`config.mk`:
```
export PLATFORM = sky130hd
export DESIGN_NAME = ram5_burst_reader
export DESIGN_NICKNAME = d
export VERILOG_FILES = /design/src/rtl/ram5_burst_reader_pkg.sv /design/src/rtl/ram5_burst_reader.sv
export SDC_FILE = /design/constraint.sdc
export NUM_CORES = 1
export LEC_CHECK = 0
export CAP_MARGIN = 10
export CORE_UTILIZATION = 49
export DETAILED_ROUTE_END_ITERATION = 12
export PLACE_DENSITY = 0.83
export SLEW_MARGIN = 20
export SYNTH_ARGS = -nofsm -noshare
export SYNTH_HDL_FRONTEND = slang
export SYNTH_SLANG_ARGS = --single-unit
```
`constraint.sdc`:
```
create_clock -name clk -period 4.2 [get_ports clk]
set_clock_uncertainty 0.15 [all_clocks]
set_input_delay 0.63 -clock clk [delete_from_list [all_inputs] [get_ports clk]]
set_output_delay 0.63 -clock clk [all_outputs]
set_load 0.05 [all_outputs]
```
`src/rtl/ram5_burst_reader_pkg.sv`:
```
// Shared definitions for the 32x8 RAM burst reader: default widths and FSM state encoding.
package ram5_burst_reader_pkg;

    localparam int DEF_ADDR_W = 5;
    localparam int DEF_DATA_W = 8;

    typedef enum logic [1:0] {
        IDLE  = 2'd0,
        BURST = 2'd1,
        FLUSH = 2'd2
    } state_t;

endpackage

```
`src/rtl/ram5_burst_reader.sv`:
```
// Burst read master for the asynchronous-read RAM: walks addresses from a base,
// wrapping at the RAM depth, and streams words out through a one-entry valid/ready register.
module ram5_burst_reader
    import ram5_burst_reader_pkg::*;
#(
    parameter int ADDR_W = DEF_ADDR_W,
    parameter int DATA_W = DEF_DATA_W,
    parameter int LEN_W  = ADDR_W + 1
) (
    input  logic              clk,
    input  logic              rst_n,
    input  logic              start,
    input  logic [ADDR_W-1:0] base_addr,
    input  logic [LEN_W-1:0]  burst_len,
    output logic              busy,
    output logic [ADDR_W-1:0] mem_addr,
    input  logic [DATA_W-1:0] mem_data,
    output logic [DATA_W-1:0] out_data,
    output logic              out_valid,
    input  logic              out_ready,
    output logic              out_last,
    output logic              done
);

    localparam logic [LEN_W-1:0] DEPTH = LEN_W'(2 ** ADDR_W);

    state_t            state, state_next;
    logic [ADDR_W-1:0] ptr, ptr_next;
    logic [LEN_W-1:0]  rem, rem_next;
    logic [DATA_W-1:0] data_q, data_next;
    logic              valid_q, valid_next;
    logic              last_q, last_next;
    logic              done_q, done_next;
    logic [LEN_W-1:0]  clamped_len;
    logic              load;

    assign clamped_len = (burst_len > DEPTH) ? DEPTH : burst_len;

    // The output register may refill whenever it is empty or being drained this edge.
    assign load = !valid_q || out_ready;

    always_ff @(posedge clk or negedge rst_n) begin
        if (!rst_n) begin
            state   <= IDLE;
            ptr     <= '0;
            rem     <= '0;
            data_q  <= '0;
            valid_q <= 1'b0;
            last_q  <= 1'b0;
            done_q  <= 1'b0;
        end else begin
            state   <= state_next;
            ptr     <= ptr_next;
            rem     <= rem_next;
            data_q  <= data_next;
            valid_q <= valid_next;
            last_q  <= last_next;
            done_q  <= done_next;
        end
    end

    always_comb begin
        state_next = state;
        ptr_next   = ptr;
        rem_next   = rem;
        data_next  = data_q;
        valid_next = valid_q;
        last_next  = last_q;
        done_next  = 1'b0;

        case (state)
            IDLE: begin
                if (start) begin
                    if (burst_len == '0) begin
                        done_next = 1'b1;
                    end else begin
                        ptr_next   = base_addr;
                        rem_next   = clamped_len;
                        state_next = BURST;
                    end
                end
            end

            BURST: begin
                if (load) begin
                    data_next  = mem_data;
                    valid_next = 1'b1;
                    last_next  = (rem == LEN_W'(1));
                    ptr_next   = ptr + ADDR_W'(1);
                    rem_next   = rem - LEN_W'(1);
                    if (rem == LEN_W'(1)) begin
                        state_next = FLUSH;
                    end
                end
            end

            // Final word is parked in the output register until the consumer takes it.
            FLUSH: begin
                if (valid_q && out_ready) begin
                    valid_next = 1'b0;
                    last_next  = 1'b0;
                    done_next  = 1'b1;
                    state_next = IDLE;
                end
            end

            default: begin
                state_next = IDLE;
            end
        endcase
    end

    assign busy      = (state != IDLE);
    assign mem_addr  = ptr;
    assign out_data  = data_q;
    assign out_valid = valid_q;
    assign out_last  = last_q;
    assign done      = done_q;

endmodule
```
# --- Word level (Yosys, flattened, before mapping) ---
# Cells that the tools add are included.
op_classes:
  n_addsub: 2
  magnitude_cmp: 1
  reduce_logical: 12
  muxes: 24
  eq_ne: 8
ops:
  columns: ["cell", "n"]
  rows:
  - ["two-way mux 6 bit", 4]
  - ["two-way mux 5 bit", 3]
  - ["case mux 6 bit (2 select lines)", 1]
  - ["two-way mux 2 bit", 5]
  - ["!= test 2 bit (second input constant)", 5]
  - ["case mux 5 bit (2 select lines)", 1]
  - ["equality test 6 x 1 -> 1 bit (second input constant)", 1]
  - ["greater-than comparator 6 bit (second input constant)", 1]
  - ["zero test 6 bit", 1]
  - ["two-way mux 1 bit", 6]
  - ["case mux 1 bit (2 select lines)", 3]
  - ["case mux 2 bit (3 select lines)", 1]
  - ["nonzero test 2 bit", 3]
  - ["subtractor 6 x 1 -> 6 bit (second input constant)", 1]
  - ["adder 5 x 1 -> 5 bit (second input constant)", 1]
  - ["AND reduction 5 bit", 1]
  - ["AND reduction 4 bit", 1]
  - ["AND reduction 3 bit", 1]
  - ["equality test 2 x 1 -> 1 bit (second input constant)", 1]
  - ["equality test 2 bit (second input constant)", 1]
  - ["zero test 2 bit", 1]
  - ["AND reduction 2 bit", 1]
  - ["logical AND 1 bit", 1]
  - ["zero test 1 bit", 1]
  - ["logical OR 1 bit", 1]
totals:
  ff_bits: 24
  out_inout_bits: 17
  in_bits: 23
  word_cells: 54

# --- Depth between registers and ports, before layout ---
depth:
  word_depth: 5
  depth_mapped: 7
  mapped_depth_nobuf: 6

# --- Worst setup path before layout ---
# No wires, ideal clock.
synth_path:
  path_type: "input-to-reg"
  startpoint: "in burst_len[1]"
  endpoint: "reg rem[5]"
  t_required_ns: 3.929
  stages: 5
  n_path_buf: 1
  slack_ns: 1.925
  setup_time_ns: 0.121
  arrival_time_ns: 2.004
  cell_sequence: "or4_4 or4_1 buf_6 and3_4 o22a_1"
synth_between:
  elab_chain_cells: 5
  word_cells_on_any_way: 8
  classes_between: "order compare (1); eq/ne (1); mux (4); reduce/logical (2)"
synth_rtl:
  columns: ["item", "line", "rtl"]
  rows:
  - ["start, declared", "ram5_burst_reader.sv:14", "input logic [LEN_W-1:0] burst_len,"]
  - ["greater-than comparator 6 bit", "ram5_burst_reader.sv:37", "assign clamped_len = (burst_len > DEPTH) ? DEPTH : burst_len;"]
  - ["two-way mux 6 bit", "ram5_burst_reader.sv:37", null]
  - ["two-way mux 6 bit", "ram5_burst_reader.sv:74", "if (burst_len == '0) begin"]
  - ["two-way mux 6 bit", "ram5_burst_reader.sv:73", "if (start) begin"]
  - ["case mux 6 bit (2 select lines)", "ram5_burst_reader.sv:71", "case (state)"]
  - ["end signal, assigned", "ram5_burst_reader.sv:54", "rem <= rem_next;"]
  - ["end, declared", "ram5_burst_reader.sv:29", "logic [LEN_W-1:0] rem, rem_next;"]
# Several ways; a longest one is shown, not always the timed one. The select of a mux whose other input is x is not followed.
# A chain may end at the register's enable or synchronous reset.

# --- Final worst setup path ---
layout_path:
  startpoint: "reg state[0]"
  endpoint: "out busy"
layout_between:
  elab_chain_cells: 1
layout_rtl:
  columns: ["item", "line", "rtl"]
  rows:
  - ["start, declared", "ram5_burst_reader.sv:27", "state_t state, state_next;"]
  - ["start signal, assigned", "ram5_burst_reader.sv:52", "state <= state_next;"]
  - ["nonzero test 2 bit", "ram5_burst_reader.sv:113", "assign busy = (state != IDLE);"]
  - ["end, declared", "ram5_burst_reader.sv:15", "output logic busy,"]
# No other way between the ends.

==> flow_summary.toml <==
[logic_synthesis]
synth_seq_cells = 24
synthTopCellsByArea = "dfrtp_1 (47%), mux2_2 (7.0%), a31oi_1 (3.4%)"
yosysUniqueCellTypes = 38
ys_top_cells_by_count = "dfrtp_1 (24), nand2_1 (9), nor2_1 (9)"
postSynthCellCount = 129
yosysTopAreaCell = "dfrtp_1"
synthArstFlopShare_pct = 100
syn_nets = 155
synth_warnings = 0
synth_flop_cell = "dfrtp_1"
yosysMostFrequentCell = "dfrtp_1"
syn_avg_cell_area_um2 = 10.0
synthesis.area_um2 = 1290
synth.top_cell.area_share_pct = 46.6
synth_edf_count = 0
seq_area_frac_synth_pct = 46.6

[critical_path]
required_ns = 3.42
r2r-start = "state[0]"
critPathLaunchType = "register"
path_class = "register to primary output"
critPathSlowestCell = "clkdlybuf4s50_1"
crit_path_end_kind = "primary output"
arrival_ns = 1.91
crit_chain = "or2_2, clkdlybuf4s50_1"
cp_max_fo = 13
slowest_delay_ns = 0.70
crit_path_start = "state[0]"

[global_route]
grt_usage_pct = 21.9
grt_max_degree = 25
grt.overflow.total = 0
grt_pass1_vias = 1021
antenna_found_initial = 0
grt_first_pass_wirelength_mm = 4.51

[floorplan]
die_w_um = 53.3
rows = 18
core_area_um2 = 2480
die_y_um = 53.3
initial_core_util_pct = 52.1
ios = 40
die-area_um2 = 2840

[drt]
antenna_left = 0
vias_per_cell = 5.81
drc_errors = 0
drt_pre_antenna_iters = 4
wire_per_inst_um = 14.5
vias = 1139
drt-total-wl_mm = 2.84
drt_iter0_drc = 29

[clocking]
clock_path_buffers = 2
hold_buffers = 0
insertion_delay_ns = 0.31
postCtsSetupRepairBufs = 0
cts_resized = 0
clock-sinks = 24
cts_buffers = 3
clkTransAtPathRegs_ns = 0.13
cts_root_buf = "clkbuf_4"
cts_tree = "yes"
h-tree-depth = 1

[timing]
min_period_ns = 2.69
worst_pin_slew_ns = 0.665
period_share_pct = 63.9
drv_slew = 0
finalHoldViolCount = 0
finalSetupViolCount = 0
grt_setup_unrepaired = "false"
setup-tns-final_ns = 0
fmax_mhz = 372
max_slew_margin_pct = 55.5

[min_path]
holdCritPathClass = "input port to async pin"

[power_and_ir_drop]
peakVddDrop_uv = 450
combPwrFrac_pct = 58.1
pwr-share-seq_pct = 33.6
leakagePower_nw = 0.718
pwr-share-clk_pct = 8.3
switching_share_pct = 47.4
internal-power_mw = 0.628
power_switching_mw = 0.566
power.total_mw = 1.19
powerDensity_nw_per_um2 = 698

[cells_and_area]
postLayoutCellArea_um2 = 1710
area_growth_pct = 32.6
n_antenna_cell = 0
drive_gt1_share_pct = 11.4
fin_nets = 194

[placement]
placed_area_um2 = 1690
dp_hpwl_mm = 2.13
gp_congestion = 0.876
io_buffers = 39

[run]
maxCapViolations = 0

[run_status]
status = "finished clean"
## power by group through the flow
stage	clock, mW	sequential [mW]	combinational (mW)
5_1_grt	0.109	0.413	0.751
3_3_place_gp	0	0.397	0.688
2_1_floorplan	0	0.571	0.317
6_report	0.0988	0.401	0.694
3_5_place_dp	0	0.405	0.697
4_1_cts	0.102	0.400	0.699
## final cells by class
class | instances | area, µm²
fillers | 190 | 767
multi-input cells | 94 | 638
flip-flops and latches | 24 | 601
repair buffers | 40 | 393
well taps | 30 | 37.5
clock buffers | 3 | 22.5
inverters | 5 | 18.8
## flip-flops by register name (all words and copies together) (netlist names)
name,cells
mem_addr,5
out_valid,1
state,2
done,1
rem,6
out_last,1
out_data,8
## metrics by stage
| stage | setup WS, ns | util (%) | hold WS (ns) | instances |
|---|---|---|---|---|
| 2_1_floorplan | 1.92 | - | 0.184 | 129 |
| 3_3_place_gp | 1.37 | 68.3 | 0.343 | 193 |
| 3_5_place_dp | 1.33 | 68.3 | 0.349 | 193 |
| 4_1_cts | 1.52 | 69.2 | 0.377 | 196 |
| 5_1_grt | 1.45 | 69.0 | 0.158 | 196 |
| 6_report | 1.51 | 69.0 | 0.124 | 196 |
## cells in the final DEF, fill, tap and decap left out
cell type / instances
mux2_2: 8
clkdlybuf4s50_1: 38
buf_4: 1
nand2_2: 1
o2bb2ai_1: 3
nand2b_1: 3
or3_2: 1
a31oi_1: 7
nand3_1: 4
nor2_1: 9
a311oi_1: 1
nor4_1: 1
inv_1: 5
o21ai_0: 4
nor2b_1: 3
or4_1: 1
a21oi_1: 8
or2_1: 1
or4_4: 1
mux2i_1: 3
nor3b_1: 3
a2bb2oi_1: 1
clkbuf_4: 3
o211ai_1: 2
and2_1: 1
and3_1: 1
ha_1: 3
nor3_1: 2
dfrtp_1: 24
or3_1: 1
or2_2: 1
nand2_1: 9
o22ai_2: 1
a22oi_1: 2
o22ai_1: 2
o22a_1: 1
buf_2: 1
o31ai_1: 4
and3_4: 1
## per-layer routing
metal / wire, µm / up-vias / track usage [%]
met5: 0 / - / 0
met2: 1420 / 29 / 35.2
met3: 101 / 4 / 2.87
li1: - / 546 / -
met4: 31 / 0 / 7.02
met1: 1280 / 560 / 29.9
## critical path: cells and delay by family, from the launching register on
family                 cells  cell delay [ns]
flip-flops                 1             0.55
AND/OR/NAND/NOR            1             0.35
buffers and inverters      1             0.70
## kinds of logic after synthesis
logic type               count (synthesis)  share of synthesized area (%)
AND/OR/NAND/NOR                         44                           18.5
multiplexers                            11                           9.31
adder cells (fa/ha/maj)                  3                           2.91
AO/OA/AOI/OAI                           36                           18.7
buffers and inverters                   11                           3.98
flip-flops                              24                           46.6
## path summary, 6_finish.rpt
check / end / slack [ns] / depth (start not counted)
max in group asynchronous: out_data[1] / 3.41 / 1
hold reg to reg: out_data[3] / 0.37 / 1
setup reg to reg: out_data[2] / 1.91 / 3
hold / removal: done / 0.12 / 1
min in group clk: out_data[3] / 0.37 / 1
setup / recovery: busy / 1.51 / 2
Note: power is estimated with default switching activity, not from simulation.
